### config.mk
export PLATFORM = sky130hd
export DESIGN_NAME = dbg_cmd_bridge_flat
export DESIGN_NICKNAME = d
export VERILOG_FILES = /design/src/rtl/dbg_cmd_bridge_pkg.sv /design/src/rtl/dbg_cmd_bridge_if.sv /design/src/rtl/dbg_cmd_bridge.sv /design/src/flat_wrapper.sv
export SDC_FILE = /design/constraint.sdc
export NUM_CORES = 1
export LEC_CHECK = 0
export CORE_ASPECT_RATIO = 1.4
export CORE_UTILIZATION = 49
export DETAILED_ROUTE_END_ITERATION = 8
export GPL_ROUTABILITY_DRIVEN = 0
export PLACE_DENSITY = 0.74
export SYNTH_ARGS = -nofsm -noshare
export SYNTH_HDL_FRONTEND = slang
export SYNTH_SLANG_ARGS = --single-unit
### constraint.sdc
create_clock -name clk -period 2.1 [get_ports clk]
set_input_delay 0.42 -clock clk [delete_from_list [all_inputs] [get_ports clk]]
set_output_delay 0.42 -clock clk [all_outputs]
set_load 0.01 [all_outputs]
### src/rtl/dbg_cmd_bridge_pkg.sv
// Shared types and constants for the debug command bridge and the core debug module.
// Pure definitions: no logic, no latency, no flow control.
package dbg_bridge_pkg;

  typedef enum logic [2:0] {
    ST_RX_CMD  = 3'd0,
    ST_RX_ADDR = 3'd1,
    ST_RX_DATA = 3'd2,
    ST_EXEC    = 3'd3,
    ST_RELEASE = 3'd4,
    ST_TX      = 3'd5
  } dbg_state_e;

  localparam logic [7:0] DBG_ST_OK      = 8'h00;
  localparam logic [7:0] DBG_ST_ILLEGAL = 8'hE1;
  localparam logic [7:0] DBG_ST_TIMEOUT = 8'hEE;

  localparam logic [7:0] DBG_CMD_NOP       = 8'h00;
  localparam logic [7:0] DBG_CMD_HALT      = 8'h01;
  localparam logic [7:0] DBG_CMD_RESUME    = 8'h02;
  localparam logic [7:0] DBG_CMD_READ_REG  = 8'h03;
  localparam logic [7:0] DBG_CMD_WRITE_REG = 8'h04;
  localparam logic [7:0] DBG_CMD_READ_MEM  = 8'h05;
  localparam logic [7:0] DBG_CMD_WRITE_PC  = 8'h06;

  localparam int DBG_REQ_LEN = 9;
  localparam int DBG_RSP_LEN = 5;

  // Commands that actually drive a bus transaction (NOP is answered locally).
  function automatic logic dbg_cmd_is_legal(input logic [7:0] c);
    return (c >= DBG_CMD_HALT) && (c <= DBG_CMD_WRITE_PC);
  endfunction

endpackage

### src/rtl/dbg_cmd_bridge_if.sv
// Bridge-to-debug-module bus: the bridge drives a command, the module answers with done + word.
// Combinational bundle only; completion is signalled by dut_done, no other backpressure.
interface dbg_intf;
  logic [7:0]  cmd;
  logic [31:0] addr;
  logic [31:0] data_dbg_dut;
  logic        dut_done;
  logic [31:0] data_dut_dbg;

  modport master (
    output cmd, addr, data_dbg_dut,
    input  dut_done, data_dut_dbg
  );

  modport slave (
    input  cmd, addr, data_dbg_dut,
    output dut_done, data_dut_dbg
  );
endinterface

### src/rtl/dbg_cmd_bridge.sv
// Byte stream -> one dbg_bus transaction -> 5-byte response; cmd is driven 1 cycle after the last rx beat.
// rx ready / tx valid are decoded from state only; tx byte is held while the sink stalls.
module dbg_cmd_bridge
  import dbg_bridge_pkg::*;
#(
  parameter int TIMEOUT_CYCLES = 1024
) (
  input  logic       clk,
  input  logic       rstn_i,
  dbg_intf.master    dbg_bus,
  input  logic [7:0] rx_data_i,
  input  logic       rx_valid_i,
  output logic       rx_ready_o,
  output logic [7:0] tx_data_o,
  output logic       tx_valid_o,
  input  logic       tx_ready_i
);

  localparam int TW = $clog2(TIMEOUT_CYCLES);
  localparam logic [TW-1:0] TMO_LAST = TW'(TIMEOUT_CYCLES - 1);

  dbg_state_e    r_state, w_state_nxt;
  logic [1:0]    r_cnt, w_cnt_nxt;
  logic          r_tx_body, w_tx_body_nxt;
  logic [7:0]    r_cmd;
  logic [31:0]   r_addr_sh;
  logic [23:0]   r_data_sh;
  logic [7:0]    r_bus_cmd;
  logic [31:0]   r_bus_addr;
  logic [31:0]   r_bus_data;
  logic [31:0]   r_result;
  logic [7:0]    r_status;
  logic [TW-1:0] r_tmo;

  logic       w_rx_beat;
  logic       w_tx_beat;
  logic       w_last_byte;
  logic       w_tmo_hit;
  logic [7:0] w_tx_dat;

  assign rx_ready_o  = (r_state == ST_RX_CMD) || (r_state == ST_RX_ADDR) ||
                       (r_state == ST_RX_DATA);
  assign tx_valid_o  = (r_state == ST_TX);
  assign w_rx_beat   = rx_valid_i & rx_ready_o;
  assign w_tx_beat   = tx_valid_o & tx_ready_i;
  assign w_last_byte = (r_cnt == 2'd3);
  assign w_tmo_hit   = (r_tmo == TMO_LAST);

  assign dbg_bus.cmd          = r_bus_cmd;
  assign dbg_bus.addr         = r_bus_addr;
  assign dbg_bus.data_dbg_dut = r_bus_data;

  always_ff @(posedge clk or negedge rstn_i) begin
    if (!rstn_i) begin
      r_state   <= ST_RX_CMD;
      r_cnt     <= 2'd0;
      r_tx_body <= 1'b0;
    end else begin
      r_state   <= w_state_nxt;
      r_cnt     <= w_cnt_nxt;
      r_tx_body <= w_tx_body_nxt;
    end
  end

  // The 2-bit counter wraps to 0 after each 4-byte field, so TX always starts at 0.
  always_comb begin
    w_state_nxt   = r_state;
    w_cnt_nxt     = r_cnt;
    w_tx_body_nxt = r_tx_body;
    case (r_state)
      ST_RX_CMD: begin
        if (w_rx_beat) begin
          w_state_nxt = ST_RX_ADDR;
          w_cnt_nxt   = 2'd0;
        end
      end
      ST_RX_ADDR: begin
        if (w_rx_beat) begin
          w_cnt_nxt = r_cnt + 2'd1;
          if (w_last_byte) w_state_nxt = ST_RX_DATA;
        end
      end
      ST_RX_DATA: begin
        if (w_rx_beat) begin
          w_cnt_nxt     = r_cnt + 2'd1;
          w_tx_body_nxt = 1'b0;
          if (w_last_byte) w_state_nxt = dbg_cmd_is_legal(r_cmd) ? ST_EXEC : ST_TX;
        end
      end
      ST_EXEC: begin
        if (dbg_bus.dut_done || w_tmo_hit) w_state_nxt = ST_RELEASE;
      end
      ST_RELEASE: begin
        w_tx_body_nxt = 1'b0;
        if (!dbg_bus.dut_done) w_state_nxt = ST_TX;
      end
      ST_TX: begin
        if (w_tx_beat) begin
          if (!r_tx_body) begin
            w_tx_body_nxt = 1'b1;
          end else begin
            w_cnt_nxt = r_cnt + 2'd1;
            if (w_last_byte) begin
              w_state_nxt   = ST_RX_CMD;
              w_tx_body_nxt = 1'b0;
            end
          end
        end
      end
      default: begin
        w_state_nxt   = ST_RX_CMD;
        w_cnt_nxt     = 2'd0;
        w_tx_body_nxt = 1'b0;
      end
    endcase
  end

  always_ff @(posedge clk or negedge rstn_i) begin
    if (!rstn_i) begin
      r_cmd      <= 8'h00;
      r_addr_sh  <= 32'h0;
      r_data_sh  <= 24'h0;
      r_bus_cmd  <= 8'h00;
      r_bus_addr <= 32'h0;
      r_bus_data <= 32'h0;
      r_result   <= 32'h0;
      r_status   <= 8'h00;
      r_tmo      <= '0;
    end else begin
      case (r_state)
        ST_RX_CMD: begin
          if (w_rx_beat) r_cmd <= rx_data_i;
        end
        ST_RX_ADDR: begin
          if (w_rx_beat) r_addr_sh <= {rx_data_i, r_addr_sh[31:8]};
        end
        ST_RX_DATA: begin
          if (w_rx_beat) begin
            r_data_sh <= {rx_data_i, r_data_sh[23:8]};
            if (w_last_byte) begin
              r_bus_addr <= r_addr_sh;
              r_bus_data <= {rx_data_i, r_data_sh};
              r_result   <= 32'h0;
              r_tmo      <= '0;
              if (dbg_cmd_is_legal(r_cmd)) begin
                r_bus_cmd <= r_cmd;
                r_status  <= DBG_ST_OK;
              end else begin
                r_status  <= (r_cmd == DBG_CMD_NOP) ? DBG_ST_OK : DBG_ST_ILLEGAL;
              end
            end
          end
        end
        ST_EXEC: begin
          // done in the final counted cycle still completes normally
          if (dbg_bus.dut_done) begin
            r_result  <= dbg_bus.data_dut_dbg;
            r_bus_cmd <= 8'h00;
          end else if (w_tmo_hit) begin
            r_bus_cmd <= 8'h00;
            r_status  <= DBG_ST_TIMEOUT;
          end else begin
            r_tmo <= r_tmo + 1'b1;
          end
        end
        default: begin
        end
      endcase
    end
  end

  always_comb begin
    w_tx_dat = 8'h00;
    if (r_state == ST_TX) begin
      if (!r_tx_body) begin
        w_tx_dat = r_status;
      end else begin
        case (r_cnt)
          2'd0:    w_tx_dat = r_result[7:0];
          2'd1:    w_tx_dat = r_result[15:8];
          2'd2:    w_tx_dat = r_result[23:16];
          default: w_tx_dat = r_result[31:24];
        endcase
      end
    end
  end

  assign tx_data_o = w_tx_dat;

endmodule

### src/flat_wrapper.sv
// flat-port wrapper written by rule: the top's interface ports become plain ports
module dbg_cmd_bridge_flat import dbg_bridge_pkg::*;
#(
  parameter int TIMEOUT_CYCLES = 1024
)
  (clk, rstn_i, rx_data_i, rx_valid_i, rx_ready_o, tx_data_o, tx_valid_o, tx_ready_i, dbg_bus_cmd, dbg_bus_addr, dbg_bus_data_dbg_dut, dbg_bus_dut_done, dbg_bus_data_dut_dbg);
  dbg_intf dbg_bus_i ();
  input  logic clk;
  input  logic rstn_i;
  input  logic [7:0] rx_data_i;
  input  logic rx_valid_i;
  output logic rx_ready_o;
  output logic [7:0] tx_data_o;
  output logic tx_valid_o;
  input  logic tx_ready_i;
  output wire logic [$bits(dbg_bus_i.cmd)-1:0] dbg_bus_cmd;
  output wire logic [$bits(dbg_bus_i.addr)-1:0] dbg_bus_addr;
  output wire logic [$bits(dbg_bus_i.data_dbg_dut)-1:0] dbg_bus_data_dbg_dut;
  input wire logic [$bits(dbg_bus_i.dut_done)-1:0] dbg_bus_dut_done;
  input wire logic [$bits(dbg_bus_i.data_dut_dbg)-1:0] dbg_bus_data_dut_dbg;
  assign dbg_bus_cmd = dbg_bus_i.cmd;
  assign dbg_bus_addr = dbg_bus_i.addr;
  assign dbg_bus_data_dbg_dut = dbg_bus_i.data_dbg_dut;
  assign dbg_bus_i.dut_done = dbg_bus_dut_done;
  assign dbg_bus_i.data_dut_dbg = dbg_bus_data_dut_dbg;
  dbg_cmd_bridge #(.TIMEOUT_CYCLES(TIMEOUT_CYCLES)) u_core (.clk(clk), .rstn_i(rstn_i), .dbg_bus(dbg_bus_i), .rx_data_i(rx_data_i), .rx_valid_i(rx_valid_i), .rx_ready_o(rx_ready_o), .tx_data_o(tx_data_o), .tx_valid_o(tx_valid_o), .tx_ready_i(tx_ready_i));
endmodule
# Word-level counts from Yosys, hierarchy flattened
# Index checks and enable logic that the tools add are counted.
# word_totals
regBits,192
in_bits,45
# classes
addsub,2
n_reduce_logical,22
eq_ne,26
n_lt_le_gt_ge,2
mux,47
bitwise_logic,4
# ops
operator,n
$mux 8,13
$mux 32,3
$pmux 32 s2,1
$mux 10,4
$mux 3,11
$pmux 8 s2,2
$pmux 8 s3,1
$pmux 10 s2,1
$reduce_and 5->1,4
$pmux 3 s6,1
$ne 2x1->1 const B,8
$ne 2x2->1 const B,8
$add 10x1->10 const B,1
$eq 10x10->1 const B,1
$reduce_and 10->1,1
$ge 8x1->1 const B,1
$le 8x3->1 const B,1
$logic_not 8->1,1
$mux 2,4
$pmux 2 s4,1
$eq 3x2->1 const B,2
$eq 3x3->1 const B,2
$reduce_and 2->1,3
$reduce_and 3->1,2
17 further kinds,26

# Depth between registers and ports, before layout
# Gate-level depths: netlist of the first run.
# logic_depth
depth_word,6
mapped_depth,8
depth_no_buf,6

# Least setup slack after synthesis of the first run
# No wires, ideal clock.
# synth_path
path_kind,register to output
from,register u_core.r_cnt[0]
to,output port tx_data_o[5]
required_time_ns,1.680
stages_incl_launch_ff,8
path_slack_ns,0.156
path_buffers,2
arrival_time_ns,1.524
path_cell_list,dfrtp_1 > ha_1 > clkbuf_1 > clkbuf_1 > nand2_1 > o21ai_0 > nand2_1 > a21oi_1
# synth_between
elab_chain_cells,4
word_cells_on_any_way,6
# synth_lines
element,line_no,rtl
start: declaration,dbg_cmd_bridge.sv:23,"logic [1:0] r_cnt, w_cnt_nxt;"
start signal: assignment,dbg_cmd_bridge.sv:60,r_cnt <= w_cnt_nxt;
"$eq 2x2->1, or another cell as far along",dbg_cmd_bridge.sv:178,case (r_cnt)
$pmux 8 s3 (*),dbg_cmd_bridge.sv:178,
$mux 8 (*),dbg_cmd_bridge.sv:175,if (!r_tx_body) begin
$mux 8 (*),dbg_cmd_bridge.sv:174,if (r_state == ST_TX) begin
end: declaration,flat_wrapper.sv:13,output logic [7:0] tx_data_o;
# Mark *: on every way between the ends. The rest lies on a longest branch, timed or not.

# Worst setup path in the final report of the first run
# layout_path
from,register u_core.r_cnt[0]
to,output port tx_data_o[7]
# Same word-level chain as after synthesis.

==> metrics.csv, run 1 <==
metric,value,unit
status,"complete, but fails checks",
failing checks,negative setup slack,
Post-Syn Area,0.007772,mm2
synthesized netlist cell count,684,
Worst Setup SP,u_core.r_cnt[0],
Synth area leaders,"dfrtp_1 (60%), nand2_1 (10%), mux2_2 (9.3%)",
final setup TNS,-1436,ps
initial antenna violation count,0,
Synth warnings,0,
top-area cell type share of the netlist area,0.6021,
maximum vdd drop,0.7020,mV
# rows,54,
final hold vios,0,
crit path capture type,output pin,
DRC errors left,0,
overflow left after global routing,0,
max_cap viols,0,
H-tree levels,4,
drt wl/cell,17.50,um
synthesized net count,734,
vias in the first global route,5908,
area of the multi-input gates,0.002905,mm2
crit path kind,reg -> out,
period utilization,1.105,
Reg2Reg Setup Slack,-60,ps
CTS tree,yes,
Worst R2R Path Depth,8,
post-synthesis register bit count,187,
unrepaired setup endpoints after global routing,true,
Synth area leader,dfrtp_1,
Iter 0 DRT Violations,428,
Cell variety after synth,53,
largest net degree at the start of global routing,68,
Critical Path End,tx_data_o[7],
chip height,151.0,um
n_diodes,0,
Final Power,13.48,mW
fin nets,874,
final wirelength,18080,um
"commonest non-fill, non-tap cells in the layout","nand2_1 (213), dfrtp_1 (185), clkdlybuf4s50_1 (116)",
Vias/cell,5.486,
area occupied by registers,0.004682,mm2
die width,108.4,um
reg2reg end,u_core.r_state[0],
final worst slack,-221.2,ps
Clock Skew,11.83,ps
fmax,430.8,MHz
CTS Root Cell,clkbuf_16,
reg-to-reg critical path startpoint,u_core.r_cnt[0],
initial core utilization,0.5002,
All-Layer GR Usage,0.2369,
post-synthesis async set-or-reset flop share,1.000,
CTS clock-pin slew for the worst setup and hold paths,60,ps
Mean Syn Cell Area,11.36,um2
worst hold path type,reg -> reg,
vias,5667,
I/O Pins,127,
Clock Path Buffers,2,
CTS Buf Count,17,
Crit Path Max Fanout,8,
port bufs,126,
crit path launch type,flop,
max-slew violations,0,
Post-synth EDFFs,0,
Fillers,1186,
Period minus WS final,2321,ps
share of post-route cells with drive strength above 1,0.1983,
Worst-Margin Slew,495.1,ps
Clock Latency Late Sink,430,ps
"most common cell after layout, fill and taps aside",nand2_1,
post-synthesis sequential area ratio,0.6021,
core area,0.01554,mm2
Crit path required time,1680,ps
hpwl dp,12310,um
P_leak,4.769,nW
power per cell area,1343,mW/mm2
most common flop cell mapped by yosys,dfrtp_1,
first-pass GRT wire length,29530,um
Slew headroom,0.6699,
HP Start,u_core.r_addr_sh[0],
hold slack,465.2,ps
final antenna-violating net count,0,
drt pass-1 iters,6,
die area,0.01638,mm2
Synth-to-Final Area Change,29.10,%
crit path DAT,1900,ps
clk sinks,187,
Final setup viols,9,
==> worst max-delay path, stage by stage, from the launching register on <==
cell      delay [ps]
dfrtp_2          450
ha_4             210
a222oi_1         400
o21ai_1          140
nand2_1           90
a21oi_2           60
buf_2            140
==> cell families (layout without fill, tap and decap cells) <==
| kind of cell | count (synthesis) | count (layout) | synth area share |
|---|---|---|---|
| AO/OA/AOI/OAI | 95 | 95 | 0.09401 |
| adder cells (fa/ha/maj) | 5 | 5 | 0.008049 |
| buffers and inverters | 51 | 204 | 0.03574 |
| flip-flops | 187 | 187 | 0.6021 |
| multiplexers | 72 | 72 | 0.1035 |
| AND/OR/NAND/NOR | 274 | 274 | 0.1566 |
==> final cells by class <==
| cell class | instances | share of cell area |
|---|---|---|
| clock inverters | 11 | 0.01085 |
| repair buffers | 161 | 0.1584 |
| multi-input cells | 446 | 0.2895 |
| well taps | 196 | 0.02444 |
| clock buffers | 21 | 0.04589 |
| flip-flops and latches | 187 | 0.4666 |
| inverters | 11 | 0.004364 |
==> state kept, by name, indices dropped and copies added, names as in the netlist <==
register / flops
u_core.r_tmo: 10
u_core.r_cnt: 2
u_core.r_state: 3
u_core.r_data_sh: 24
u_core.r_result: 32
u_core.r_status: 3
u_core.r_addr_sh: 32
u_core.dbg_bus.data_dbg_dut: 32
u_core.r_tx_body: 1
u_core.r_cmd: 8
u_core.dbg_bus.cmd: 8
u_core.dbg_bus.addr: 32
==> synthesized netlist by cell type, types with 8 or more instances <==
cell	count
a21oi_1	15
a222oi_1	8
a22o_1	33
buf_2	18
clkbuf_1	10
dfrtp_1	187
inv_1	11
mux2_2	64
nand2_1	214
nor2_1	10
o21ai_0	15
==> worst min path at each step <==
stage	endpoint	slack [ps]	depth (start not counted)
2_1_floorplan	u_core.dbg_bus.addr[0]	120	0
3_3_place_gp	u_core.dbg_bus.cmd[4]	410	1
3_5_place_dp	u_core.dbg_bus.cmd[6]	420	1
4_1_cts	u_core.dbg_bus.addr[0]	470	2
5_1_grt	u_core.dbg_bus.addr[0]	500	2
6_report	u_core.dbg_bus.addr[0]	470	2
==> stage by stage <==
stage                     cell area, um2  setup WS (ps)  std cells  utilization
final                              10030         -221.2       1033       0.6457
after detailed placement            9360         -316.5        993       0.6023
after floorplan                     7772          155.9        684            -
after CTS                          10030         -251.2       1033       0.6453
after global routing               10030         -310.2       1033       0.6457
after global placement              9360         -152.4        993       0.6023
==> what timing repair did <==
| item | 4_1_cts | 5_1_grt |
|---|---|---|
| setup endpoints to repair | 12 | 16 |
| hold buffers | 1 | 0 |
| resized for setup | 58 | 2 |
| pin swaps | 20 | 1 |
| setup buffers | 7 | 0 |
| hold endpoints to repair | 50 | 0 |
| cloned | 0 | 0 |
==> power breakdown <==
| group | internal, mW | switching [mW] |
|---|---|---|
| sequential | 5.01 | 1.03 |
| clock | 1.71 | 1.37 |
| combinational | 2.44 | 1.91 |
==> routing by layer <==
layer	up-vias	wire length [um]	GRT usage
met5	-	0	0
met4	0	511	0.1061
met3	37	1135	0.05422
met2	213	8948	0.3896
met1	2798	7482	0.2974
li1	2619	-	-
(Power assumes the default switching activity.)
==> inputs of run 2 (changes only) <==
ABC_AREA = 1   (was default)
==> run 2 against run 1 <==
  * The run still ends with negative setup slack left
  * Flip-flop and latch count did not move
  * Count of clock-buffer cells in the layout is 1 higher
  * Critical path depth rose by 1
  * Critical path type unchanged
  * Critical endpoint is now tx_data_o[0]
  * Highest routed layer unchanged
==> metrics.csv, run 2 <==
metric,value,unit
status,"complete, but fails checks",
failing checks,negative setup slack,
die width,109.8,um
initial core utilization,0.5064,
hold slack,433.3,ps
Crit Path Max Fanout,5,
clk sinks,187,
Clock Latency Late Sink,420,ps
worst hold path type,in -> async,
most instantiated library cell after synthesis,nand2_1,
Fillers,1314,
Synth area leaders,"dfrtp_1 (59%), nand2_1 (11%), o21ai_0 (7.2%)",
most common flop cell mapped by yosys,dfrtp_1,
Final Power,12.97,mW
Synth-to-Final Area Change,29.10,%
Vias/cell,5.140,
fmax,459.5,MHz
fin nets,1064,
final hold vios,0,
I/O Pins,127,
power per cell area,1260,mW/mm2
crit path capture type,output pin,
post-synthesis register bit count,187,
final wirelength,19150,um
crit path DAT,1760,ps
final antenna-violating net count,0,
Cell variety after synth,37,
final worst slack,-76.16,ps
H-tree levels,4,
die area,0.01679,mm2
CTS Buf Count,17,
Clock Path Buffers,2,
CTS tree,yes,
Post-DP Area,0.009513,mm2
All-Layer GR Usage,0.2401,
DP Worst Slack,-100.7,ps
Reg2Reg Setup Slack,230,ps
first-pass GRT wire length,30580,um
Worst-Margin Slew,377.8,ps
crit path launch type,flop,
Clock Skew,8.910,ps
core area,0.01574,mm2
"top cells by count, synth","nand2_1 (233), dfrtp_1 (187), o21ai_0 (114)",
DRC errors left,0,
port bufs,126,
Synth warnings,0,
n_diodes,0,
max-slew violations,0,
post-synthesis sequential area ratio,0.5869,
Crit path required time,1680,ps
CP max stage cell,dfrtp_2,
drt pass-1 iters,5,
# rows,54,
"commonest non-fill, non-tap cells in the layout","nand2_1 (233), dfrtp_1 (185), clkdlybuf4s50_1 (115)",
vias in the first global route,6108,
crit path kind,reg -> out,
vias,6281,
"most common cell after layout, fill and taps aside",nand2_1,
post-synthesis async set-or-reset flop share,1.000,
Most common cell on crit path,a21oi_2,
maximum vdd drop,0.8569,mV
max_cap viols,0,
drt wl/cell,15.67,um
largest net degree at the start of global routing,79,
top-area cell type share of the netlist area,0.5869,
P_leak,4.903,nW
Final setup viols,8,
overflow left after global routing,0,
synthesized netlist cell count,884,
chip height,152.9,um
period utilization,1.036,
Post-synth EDFFs,0,
max incr delay on CP,460,ps
synthesized net count,934,
Iter 0 DRT Violations,452,
worst-path cell chain,"ha_4, buf_8, a21oi_2, o211ai_1, nand3_1, a21oi_2, buf_2",
CTS Root Cell,clkbuf_16,
share of post-route cells with drive strength above 1,0.1121,
initial antenna violation count,0,
cell family with most CP delay,flip-flops,
CTS clock-pin slew for the worst setup and hold paths,60,ps
Buf/Inv on CP,2,
Period minus WS final,2176,ps
Mean Syn Cell Area,9.019,um2
unrepaired setup endpoints after global routing,true,
hpwl dp,13180,um
Slew headroom,0.7455,
Synth area leader,dfrtp_1,
Post-Syn Area,0.007973,mm2
post-route design area,0.01029,mm2
==> run 2: changes by cell type in the layout (fill, tap and decap cells not counted), moves of 9 or more <==
cell	change
o21ai_0	+90
inv_1	+76
mux2_2	-64
nand3_1	+64
o21ai_1	+40
a22o_1	-33
nand2_1	+20
nor2_1	+15
a21oi_1	+9
==> run 2: repair_timing <==
item | 4_1_cts | 5_1_grt
resized for setup | 58 | 29
gates cloned | 0 | 1
hold buffers | 1 | 0
setup buffers | 2 | 1
endpoints found under the hold margin | 24 | 0
pin swaps | 1 | 14
endpoints found under the setup margin | 10 | 8
==> run 2: final cells by class <==
cell class / instances / area [um2] / area share
multi-input cells: 557 / 2798 / 0.2718
repair buffers: 156 / 1560 / 0.1516
clock buffers: 22 / 474.2 / 0.04607
well taps: 196 / 245.2 / 0.02383
clock inverters: 9 / 161.4 / 0.01568
flip-flops and latches: 187 / 4682 / 0.4549
inverters: 95 / 371.6 / 0.03610
==> run 2: worst register-to-register path: stages (launching register included) <==
cell      delay, ps
dfrtp_2         460
ha_4            220
buf_4           120
buf_4           190
nand2_1          90
nand4_1         150
a21boi_4        270
buf_4           160
a21boi_0         70
==> run 2: per-stage QoR <==
step / TNS, ps / instances / util
final: -350.6 / 1222 / 0.6538
after global routing: -1045 / 1222 / 0.6538
after CTS: -275.3 / 1220 / 0.6460
after detailed placement: -459.8 / 1186 / 0.6043
after global placement: -154.1 / 1186 / 0.6043
after floorplan: 0 / 884 / -
==> run 2: per-layer routing <==
metal | routed length [um] | vias to the layer above | GRT usage | part of all wire
met4 | 470 | 0 | 0.09270 | 0.025
met3 | 1032 | 30 | 0.06098 | 0.054
li1 | - | 3115 | - | -
met5 | 0 | - | 0 | 0
met2 | 9998 | 155 | 0.4104 | 0.52
met1 | 7652 | 2981 | 0.2853 | 0.40
==> run 2: path summary, 6_finish.rpt <==
kind	from	end	cells past startpoint
worst max-delay path	u_core.r_cnt[1]	tx_data_o[0]	7
worst min-delay path	rstn_i	u_core.r_result[11]	2
worst max register to register	u_core.r_cnt[1]	u_core.dbg_bus.cmd[6]	8
worst min register to register	u_core.r_status[0]	u_core.r_status[0]	2
max in group asynchronous	rstn_i	u_core.r_addr_sh[13]	3
min in group clk	u_core.r_status[0]	u_core.r_status[0]	2
==> run 2: where the power goes <==
part           total (mW)  internal (mW)  leakage, nW  switching (mW)
clock                3.41           2.09        0.303            1.32
combinational        4.09           1.73         2.15            2.36
sequential           5.47           4.80         2.45           0.677
total                13.0           8.62         4.90            4.36
==> run 2: cell families (layout without fill, tap and decap cells) <==
kind of cell             Yosys count  after routing  synth area share
XOR/XNOR                           1              1          0.001099
flip-flops                       187            187            0.5869
adder cells (fa/ha/maj)            5              5          0.007847
buffers and inverters            140            282           0.07548
AO/OA/AOI/OAI                    199            199            0.1353
AND/OR/NAND/NOR                  352            352            0.1933
==> inputs of run 3 (changes only) <==
ABC_CLOCK_PERIOD_IN_PS = 2100   (was default)
==> results of run 3 <==
Same layout as run 2: the final DEF is identical, and so are final timing and power.
